==> src/rtl/bist_pkg.sv <==
// Shared types and MISR update for the BIST response compactor.
// The next-state function is used by the register and by any reference model.
package bist_pkg;

  localparam int             DEF_IN_WIDTH  = 2;
  localparam int             DEF_SIG_WIDTH = 8;
  localparam logic [7:0]     DEF_POLY      = 8'h1D;
  localparam logic [7:0]     DEF_SEED      = 8'h00;
  localparam int             MISR_MAX_W    = 32;

  typedef enum logic [1:0] {
    IDLE = 2'd0,
    RUN  = 2'd1,
    CMP  = 2'd2,
    DONE = 2'd3
  } state_t;

  // Galois MISR step on a 32-bit container; bits at or above width are cleared.
  function automatic logic [MISR_MAX_W-1:0] misr_next(
    input logic [MISR_MAX_W-1:0] sig,
    input logic [MISR_MAX_W-1:0] resp,
    input logic [MISR_MAX_W-1:0] poly,
    input int                    width
  );
    logic [MISR_MAX_W-1:0] mask;
    logic [MISR_MAX_W-1:0] nxt;
    mask = (width >= MISR_MAX_W) ? '1 : ((32'd1 << width) - 32'd1);
    nxt  = (sig << 1) ^ (sig[5'(width - 1)] ? poly : '0) ^ resp;
    return nxt & mask;
  endfunction

endpackage

==> src/rtl/misr_reg.sv <==
// Multiple-input signature register: load takes SEED, enable absorbs one response per clock.
// Update is visible one clock after the edge; no backpressure, load wins over enable.
module misr_reg
  import bist_pkg::*;
#(
  parameter int                   IN_WIDTH  = DEF_IN_WIDTH,
  parameter int                   SIG_WIDTH = DEF_SIG_WIDTH,
  parameter logic [SIG_WIDTH-1:0] POLY      = SIG_WIDTH'(DEF_POLY),
  parameter logic [SIG_WIDTH-1:0] SEED      = SIG_WIDTH'(DEF_SEED)
) (
  input  logic                 clk,
  input  logic                 rst,
  input  logic                 i_load,
  input  logic                 i_en,
  input  logic [IN_WIDTH-1:0]  i_resp,
  output logic [SIG_WIDTH-1:0] o_sig
);

  logic [SIG_WIDTH-1:0]  r_sig;
  logic [MISR_MAX_W-1:0] w_next_full;
  logic [SIG_WIDTH-1:0]  w_next;

  always_comb begin
    w_next_full = misr_next(MISR_MAX_W'(r_sig), MISR_MAX_W'(i_resp),
                            MISR_MAX_W'(POLY), SIG_WIDTH);
    w_next      = w_next_full[SIG_WIDTH-1:0];
  end

  always_ff @(posedge clk or posedge rst) begin
    if (rst) begin
      r_sig <= '0;
    end else if (i_load) begin
      r_sig <= SEED;
    end else if (i_en) begin
      r_sig <= w_next;
    end
  end

  assign o_sig = r_sig;

endmodule

==> src/rtl/bist_misr_compactor.sv <==
// BIST response compactor: absorbs PATTERN_COUNT responses after start, then compares to GOLDEN.
// done/pass appear PATTERN_COUNT+1 edges after the start edge; no backpressure, start ignored while busy.
module bist_misr_compactor
  import bist_pkg::*;
#(
  parameter int                   IN_WIDTH      = DEF_IN_WIDTH,
  parameter int                   SIG_WIDTH     = DEF_SIG_WIDTH,
  parameter logic [SIG_WIDTH-1:0] POLY          = SIG_WIDTH'(DEF_POLY),
  parameter logic [SIG_WIDTH-1:0] SEED          = SIG_WIDTH'(DEF_SEED),
  parameter int                   PATTERN_COUNT = 31,
  parameter logic [SIG_WIDTH-1:0] GOLDEN        = '0,
  localparam int                  CNT_W         = $clog2(PATTERN_COUNT + 1)
) (
  input  logic                 clk,
  input  logic                 reset,
  input  logic                 start,
  input  logic [IN_WIDTH-1:0]  resp_in,
  output logic                 busy,
  output logic                 done,
  output logic                 pass,
  output logic [SIG_WIDTH-1:0] signature,
  output logic [CNT_W-1:0]     pat_cnt
);

  localparam logic [CNT_W-1:0] LAST_CNT = CNT_W'(PATTERN_COUNT - 1);

  state_t               r_state;
  logic                 r_busy;
  logic                 r_done;
  logic                 r_pass;
  logic [CNT_W-1:0]     r_cnt;
  logic                 w_load;
  logic                 w_absorb;
  logic [SIG_WIDTH-1:0] w_sig;

  // A session may only be (re)launched from IDLE or DONE.
  assign w_load   = start && ((r_state == IDLE) || (r_state == DONE));
  assign w_absorb = (r_state == RUN);

  misr_reg #(
    .IN_WIDTH (IN_WIDTH),
    .SIG_WIDTH(SIG_WIDTH),
    .POLY     (POLY),
    .SEED     (SEED)
  ) u_misr (
    .clk   (clk),
    .rst   (reset),
    .i_load(w_load),
    .i_en  (w_absorb),
    .i_resp(resp_in),
    .o_sig (w_sig)
  );

  always_ff @(posedge clk or posedge reset) begin
    if (reset) begin
      r_state <= IDLE;
      r_busy  <= 1'b0;
      r_done  <= 1'b0;
      r_pass  <= 1'b0;
      r_cnt   <= '0;
    end else begin
      case (r_state)
        IDLE: begin
          if (start) begin
            r_cnt   <= '0;
            r_busy  <= 1'b1;
            r_state <= RUN;
          end
        end
        RUN: begin
          r_cnt <= r_cnt + CNT_W'(1);
          if (r_cnt == LAST_CNT) begin
            r_state <= CMP;
          end
        end
        CMP: begin
          r_pass  <= (w_sig == GOLDEN);
          r_done  <= 1'b1;
          r_busy  <= 1'b0;
          r_state <= DONE;
        end
        DONE: begin
          if (start) begin
            r_done  <= 1'b0;
            r_pass  <= 1'b0;
            r_cnt   <= '0;
            r_busy  <= 1'b1;
            r_state <= RUN;
          end
        end
        default: r_state <= IDLE;
      endcase
    end
  end

  assign busy      = r_busy;
  assign done      = r_done;
  assign pass      = r_pass;
  assign signature = w_sig;
  assign pat_cnt   = r_cnt;

endmodule

==> config.mk <==
export PLATFORM = sky130hd
export DESIGN_NAME = bist_misr_compactor
export DESIGN_NICKNAME = d
export VERILOG_FILES = /design/src/rtl/bist_pkg.sv /design/src/rtl/misr_reg.sv /design/src/rtl/bist_misr_compactor.sv
export SDC_FILE = /design/constraint.sdc
export NUM_CORES = 1
export LEC_CHECK = 0
export ABC_AREA = 1
export BUFFER_PORTS_ARGS = -buffer_cell sky130_fd_sc_hd__buf_2
export CORE_ASPECT_RATIO = 0.7
export CORE_MARGIN = 10
export CORE_UTILIZATION = 52
export CTS_CLUSTER_SIZE = 30
export DETAILED_ROUTE_END_ITERATION = 16
export PLACE_DENSITY = 0.76
export SYNTH_ARGS = -nofsm -noshare
export SYNTH_HDL_FRONTEND = slang
export SYNTH_HIERARCHICAL = 1
export SYNTH_SLANG_ARGS = --single-unit
==> constraint.sdc <==
create_clock -name clk -period 2.1 [get_ports clk]
set_input_delay 0.105 -clock clk [delete_from_list [all_inputs] [get_ports clk]]
set_output_delay 0.105 -clock clk [all_outputs]
set_load 0.02 [all_outputs]
==> out/results.ini, run 1 <==
[outcome]
status=finished clean

[clock_tree]
cts_root_buf=clkbuf_4
cts_tree=yes
cts_setup_buffers=0
cts_sinks=18
cts_buffer_depth=2
cts_made_buffers=3
path_clk_slew_ns=0.10
htree_levels=1
clkLatencyLatePin_ns=0.29

[critical_path]
timing.setup.critical_path_class=reg2reg
critPathLaunchType=register
critPathRequiredTime_ns=2.33
path_max_fanout=7
endpoint_kind=register
critPathArrivalTime_ns=1.99

[placement]
port_buffers=20
preCtsSetupSlack_ns=0.377
dp_hpwl_mm=1.80
place.gp.congestion=0.830
dpl-instance-area_um2=1100

[hold_path]
worstHoldPathType=in2reg

[run]
drv_cap=0

[synth]
synth_top_family_by_area=simple AND/OR/NAND/NOR gates
ys_types=16
synth_simple_gate_area_frac=0.307
synth.largest_area_cell=dfrtp_1
synth_common_cells=46 x nand2_1, 23 x inv_1, 18 x dfrtp_1, 11 x nor2_1, 10 x nand3_1
synth_compound_area_frac=0.0593
synth_top_area_frac=0.464
synth_adder_area_share=0.0773
synthCells=130
synth_xor_area_frac=0
yosysMostFrequentCell=nand2_1
synthMuxAreaShare=0
synth_edf_count=0
avgSynthCellArea_um2=7.47
syn_nets=141
synthArstFlopShare=1.00
synth_ff_type=dfrtp_1
ys_ff_latch=18
yosys_warnings=6
syn-cell-area_um2=971
yosys-top-cells-area=dfrtp_1 46%, nand2_1 18%, inv_1 8.9%, ha_1 7.7%, nand3_1 5.2%
synth_sequential_area_ratio=0.464

[sta]
clock.fmax_mhz=569
setup_viol_count_final=0
maxSlewViolCount=0
fin_crit_sh=0.837
finalHoldViolCount=0
setup_ws_ns=0.343
slew_headroom=0.689
worst_clock_skew_ns=0.00730
fin_hold_ws_ns=0.0867
fin_crit_ns=1.76
worst-slew-pin-transition_ns=0.465
rsz0062_at_grt=false
setup_tns_ns=0

[grt]
grt_pass1_wl_mm=3.96
grt_max_degree=11
grtUsageTotal=0.121
first_global_vias=856
antenna_found_initial=0
grt_overflow_total=0

[pwr]
swShare=0.490
power_frac_clock=0.107
p_int_uw=800
p_seq_frac=0.364
p_leak_nw=0.673
p_per_area_nw_per_um2=1390
comb_power_share=0.529
ir_drop_v=0.000878
p_sw_uw=768
p_total_mw=1.57

[floorplan]
coreArea_um2=1680
core.rowCount=12
dieHeight_um=56.2
start_util=0.577
die_w_um=71.6
num_io_pins=21
dieArea_um2=4020

[cells_and_area]
area_delta_synth_final_pct=16.4
drive_above_1_share=0.188
design_area_um2=1130
final_nets=167
num_antenna_cells=0

[route]
avgRoutedWirePerCell_um=12.7
drt-total-wl_mm=2.23
ant_nets=0
via_count=872
drt_iter0_drc=32
viasPerCell=4.98
remaining_drc_errors=0
drt_first_pass_iters=4

-- worst paths after layout --
check,depth (start not counted),endpoint,start,slack [ns]
max in group asynchronous,3,pass,reset,1.49
setup / recovery,7,u_misr/o_sig[7],r_state[0],0.34
setup reg to reg,7,u_misr/o_sig[7],r_state[0],0.34
hold / removal,4,u_misr/o_sig[0],resp_in[0],0.09
hold reg to reg,1,done,done,0.50
min in group asynchronous,3,u_misr/o_sig[0],reset,0.30
-- power by group through the flow --
stage                     Clock (mW)  Sequential [mW]  Combinational [mW]
final                          0.168            0.570               0.830
after CTS                      0.175            0.571               0.835
after floorplan                    0            0.670               0.491
after detailed placement           0            0.579               0.826
after global placement             0            0.569               0.791
after global routing           0.193            0.591               0.944
-- flip-flops by register name, summed over array words and instances, names as in the netlist --
| name | cells |
|---|---|
| pat_cnt | 5 |
| busy | 1 |
| r_state | 2 |
| u_misr/o_sig | 8 |
| pass | 1 |
| done | 1 |
-- critical path, cell delays in order (launching register included) --
cell and delay [ns]:
dfrtp_1 0.43, inv_1 0.07, ha_1 0.33, nand2_1 0.15, inv_1 0.11, nor2_1 0.40, nand2_1 0.12, nand2_1 0.09
-- cells in the final DEF (no fill, tap or decap), drive strengths merged --
cell type / netlist / final
dfrtp: 18 / 18
nand4: 1 / 1
nor2: 12 / 12
ha: 6 / 6
o21ai: 8 / 8
buf: 0 / 20
o22ai: 1 / 1
clkbuf: 0 / 3
dlygate4sd3: 0 / 1
inv: 24 / 24
nand2: 48 / 48
or2: 1 / 1
nand3: 10 / 10
o21a: 1 / 1
-- area by class of cell --
type                       instances  area, um^2
timing repair buffer              21         110
tap                               21        26.3
fill                             154         552
clock buffer                       3        22.5
multi-input combinational         88         430
sequential                        18         450
inverter                          24        90.1
-- timing repair --
item / 4_1_cts / 5_1_grt
resized for setup: 0 / 0
hold endpoints to repair: 18 / 0
hold buffers: 1 / 0
-- layer usage --
metal	part of all wire	up-vias	wire (um)	track usage
li1	-	444	-	-
met1	0.48	405	1080	0.152
met2	0.45	18	996	0.180
met3	0.057	5	126	0.0516
met4	0.013	0	30	0.0411
met5	0	-	0	0
-- cells by family after synthesis --
logic type               Yosys count
flip-flops                        18
AO/OA/AOI/OAI                     10
buffers and inverters             24
AND/OR/NAND/NOR                   72
adder cells (fa/ha/maj)            6
-- stage by stage --
stage	utilization	cells
final	0.672	175
after global routing	0.672	175
after CTS	0.672	175
after detailed placement	0.653	171
after global placement	0.653	171
after floorplan	-	130
No activity file was read; power rests on OpenSTA's default activity.
==> run 2, diff against run 1 <==
- ABC_AREA: 1 -> 0
- CORE_ASPECT_RATIO: 0.7 -> not set
- CORE_UTILIZATION: 52 -> 51
- PLACE_DENSITY: 0.76 -> 0.75
- clock period: 2.1 -> 1.8 ns (I/O delays scaled with it)
==> run 2 against run 1 <==
Final cell count down 22%. Fmax up 16%. Combinational power up 20%. Routed wire length down 16%. Core utilization down 3.5 points. Count of clock-buffer cells in the layout up 1. Non-clock buffer count up 1. Setup slack worse by 0.063 ns.
==> out/results.ini, run 2 <==
[sta]
setup_ws_ns=0.280  ; was 0.343 ns
maxSlewViolCount=0  ; unchanged
finalHoldViolCount=0  ; unchanged
worst-slew-pin-transition_ns=0.391  ; was 0.465 ns
clock.fmax_mhz=658  ; was 569 MHz
fin_crit_ns=1.52  ; was 1.76 ns
fin_crit_sh=0.844  ; was 0.837
setup_viol_count_final=0  ; unchanged
worst_clock_skew_ns=0.00442  ; was 0.00730 ns
rsz0062_at_grt=false  ; unchanged
setup_tns_ns=0  ; unchanged
slew_headroom=0.739  ; was 0.689

[placement]
place.gp.congestion=0.841  ; was 0.830
port_buffers=20  ; unchanged
dp_hpwl_mm=1.48  ; was 1.80 mm
preCtsSetupSlack_ns=0.311  ; was 0.377 ns

[critical_path]
r2r_slack_ns=0.28  ; was 0.34 ns
rr_endpoint=u_misr/o_sig[7]  ; unchanged
endpoint_kind=register  ; unchanged
critPathLaunchType=register  ; unchanged
worstRegToRegCells=5  ; was 7
critPathArrivalTime_ns=1.69  ; was 1.99 ns
path_max_fanout=8  ; was 7
critPathRequiredTime_ns=1.97  ; was 2.33 ns
timing.setup.critical_path_class=reg2reg  ; unchanged
crit-reg2reg-launch=r_state[0]  ; unchanged

[route]
drt_iter0_drc=12  ; was 32
avgRoutedWirePerCell_um=13.8  ; was 12.7 um
drt_first_pass_iters=2  ; was 4
via_count=694  ; was 872
drt-total-wl_mm=1.88  ; was 2.23 mm
remaining_drc_errors=0  ; unchanged
viasPerCell=5.10  ; was 4.98
ant_nets=0  ; unchanged

[clock_tree]
clkLatencyLatePin_ns=0.29  ; about the same
cts_buffer_depth=2  ; unchanged
htree_levels=1  ; unchanged
cts_setup_buffers=0  ; unchanged
path_clk_slew_ns=0.11  ; was 0.10 ns
cts_tree=yes  ; unchanged
cts_sinks=18  ; unchanged
cts_made_buffers=3  ; unchanged
cts_root_buf=clkbuf_4  ; unchanged

[grt]
grtUsageTotal=0.105  ; was 0.121
grt_overflow_total=0  ; unchanged
grt_pass1_wl_mm=3.46  ; was 3.96 mm
first_global_vias=735  ; was 856
grt_max_degree=14  ; was 11
antenna_found_initial=0  ; unchanged

[floorplan]
num_io_pins=21  ; unchanged
die_w_um=62.8  ; was 71.6 um
core.rowCount=15  ; was 12
coreArea_um2=1730  ; was 1680 um^2
dieHeight_um=62.8  ; was 56.2 um
dieArea_um2=3950  ; was 4020 um^2
start_util=0.541  ; was 0.577

[cells_and_area]
drive_above_1_share=0.270  ; was 0.188
area_delta_synth_final_pct=17.7  ; was 16.4%
layout_common_cells=20 x buf_2, 18 x dfrtp_1, 8 x nor2_1  ; was 46 x nand2_1, 23 x inv_1, 20 x buf_2
num_antenna_cells=0  ; unchanged
n_fill_cell=158  ; was 154
largest_reg_flops=8  ; unchanged
final_common_cell=buf_2  ; was nand2_1
final_nets=123  ; was 167

[synth]
synth_top_area_frac=0.482  ; was 0.464
yosysMostFrequentCell=dfrtp_1  ; was nand2_1
ys_ff_latch=18  ; unchanged
synth_edf_count=0  ; unchanged
synth_common_cells=18 x dfrtp_1, 8 x nor2_1, 7 x inv_1, 6 x ha_1, 6 x mux2i_1  ; was 46 x nand2_1, 23 x inv_1, 18 x dfrtp_1, 11 x nor2_1, 10 x nand3_1
synthCells=88  ; was 130
yosys_warnings=6  ; unchanged
syn_nets=99  ; was 141
synthArstFlopShare=1.00  ; unchanged
syn-cell-area_um2=935  ; was 971 um^2
yosys-top-cells-area=dfrtp_1 48%, ha_1 8.0%, a211oi_2 6.7%, mux2i_1 6.4%, xnor2_1 4.7%  ; was dfrtp_1 46%, nand2_1 18%, inv_1 8.9%, ha_1 7.7%, nand3_1 5.2%
avgSynthCellArea_um2=10.6  ; was 7.47 um^2
synth.largest_area_cell=dfrtp_1  ; unchanged
ys_types=23  ; was 16
synth_sequential_area_ratio=0.482  ; was 0.464
synth_ff_type=dfrtp_1  ; unchanged

[pwr]
ir_drop_v=0.00110  ; was 0.000878 V
p_total_mw=1.96  ; was 1.57 mW
p_per_area_nw_per_um2=1780  ; was 1390 nW/um^2
p_leak_nw=0.571  ; was 0.673 nW

[outcome]
status=finished clean  ; unchanged

[hold_path]
hold_end=busy  ; was u_misr/o_sig[0]
holdPathStages=3  ; was 4
min_from=start  ; was resp_in[0]
worstHoldPathType=in2reg  ; unchanged

[run]
drv_cap=0  ; unchanged

## run 2: changes by cell type after synthesis, sizes merged, moves of 2 or more
cell	before	now
a211oi	0	5
buf	0	2
xnor2	0	5
nand4	1	3
nor2	12	8
nor4	0	2
mux2i	0	6
inv	24	7
nand3	10	4
nand2	48	5
nor2b	0	2
a21o	0	2
## run 2: through the flow
stage	std cells	hold slack, ns	area [um^2]	utilization
4_1_cts	136	0.108	1100	0.637
6_report	136	0.112	1100	0.637
2_1_floorplan	88	-0.0943	935	-
3_3_place_gp	131	0.0474	1050	0.610
3_5_place_dp	131	0.0562	1050	0.610
5_1_grt	136	0.111	1100	0.637
## run 2: cell families (layout without fill, tap and decap cells)
group	after synthesis	after routing	share of synthesized area
xor gates and xnor gates	5	5	0.0469
buffers and inverters	10	33	0.0495
and+or+nand+nor	27	27	0.143
adders and majority gates	6	6	0.0803
DFF	18	18	0.482
muxes	6	6	0.0643
AOI/OAI and AO/OA	16	16	0.134
## run 2: per-layer routing
layer	vias to the layer above	track usage	routed length, um
met5	-	0	0
met4	0	0.0419	12
met3	2	0.0287	92
met2	11	0.179	891
met1	333	0.120	881
li1	348	-	-
## run 2: report_power, final
group / switching [mW] / internal (mW) / total [mW]
Clock: 0.126 / 0.123 / 0.249
Combinational: 0.589 / 0.413 / 1.00
Sequential: 0.154 / 0.550 / 0.704
## run 2: how the worst max path moves through the flow
stage,start,slack (ns),end,cells after the start
2_1_floorplan,r_state[0],0.34,u_misr/o_sig[5],6
3_3_place_gp,r_state[0],0.38,u_misr/o_sig[5],5
3_5_place_dp,r_state[0],0.31,u_misr/o_sig[7],5
4_1_cts,r_state[0],0.28,u_misr/o_sig[7],5
5_1_grt,r_state[0],0.12,u_misr/o_sig[7],5
6_report,r_state[0],0.28,u_misr/o_sig[7],5
## run 2: critical path: stages (launching register included)
cell and delay, ns:
dfrtp_1 0.41, inv_1 0.08, ha_1 0.36, nand2_1 0.16, inv_1 0.30, nor2_1 0.09
## run 2: repair_timing
item                      4_1_cts  5_1_grt
hold endpoints to repair       18        0
resized for setup               0        0
hold buffers                    1        0
## run 2: layout make-up
class / count / area [um^2] / share of cell area
clock buffer: 4 / 36.3 / 0.0330
inverter: 7 / 26.3 / 0.0239
multi-input combinational: 60 / 438 / 0.398
sequential: 18 / 450 / 0.410
tap: 25 / 31.3 / 0.0284
timing repair buffer: 22 / 118 / 0.107
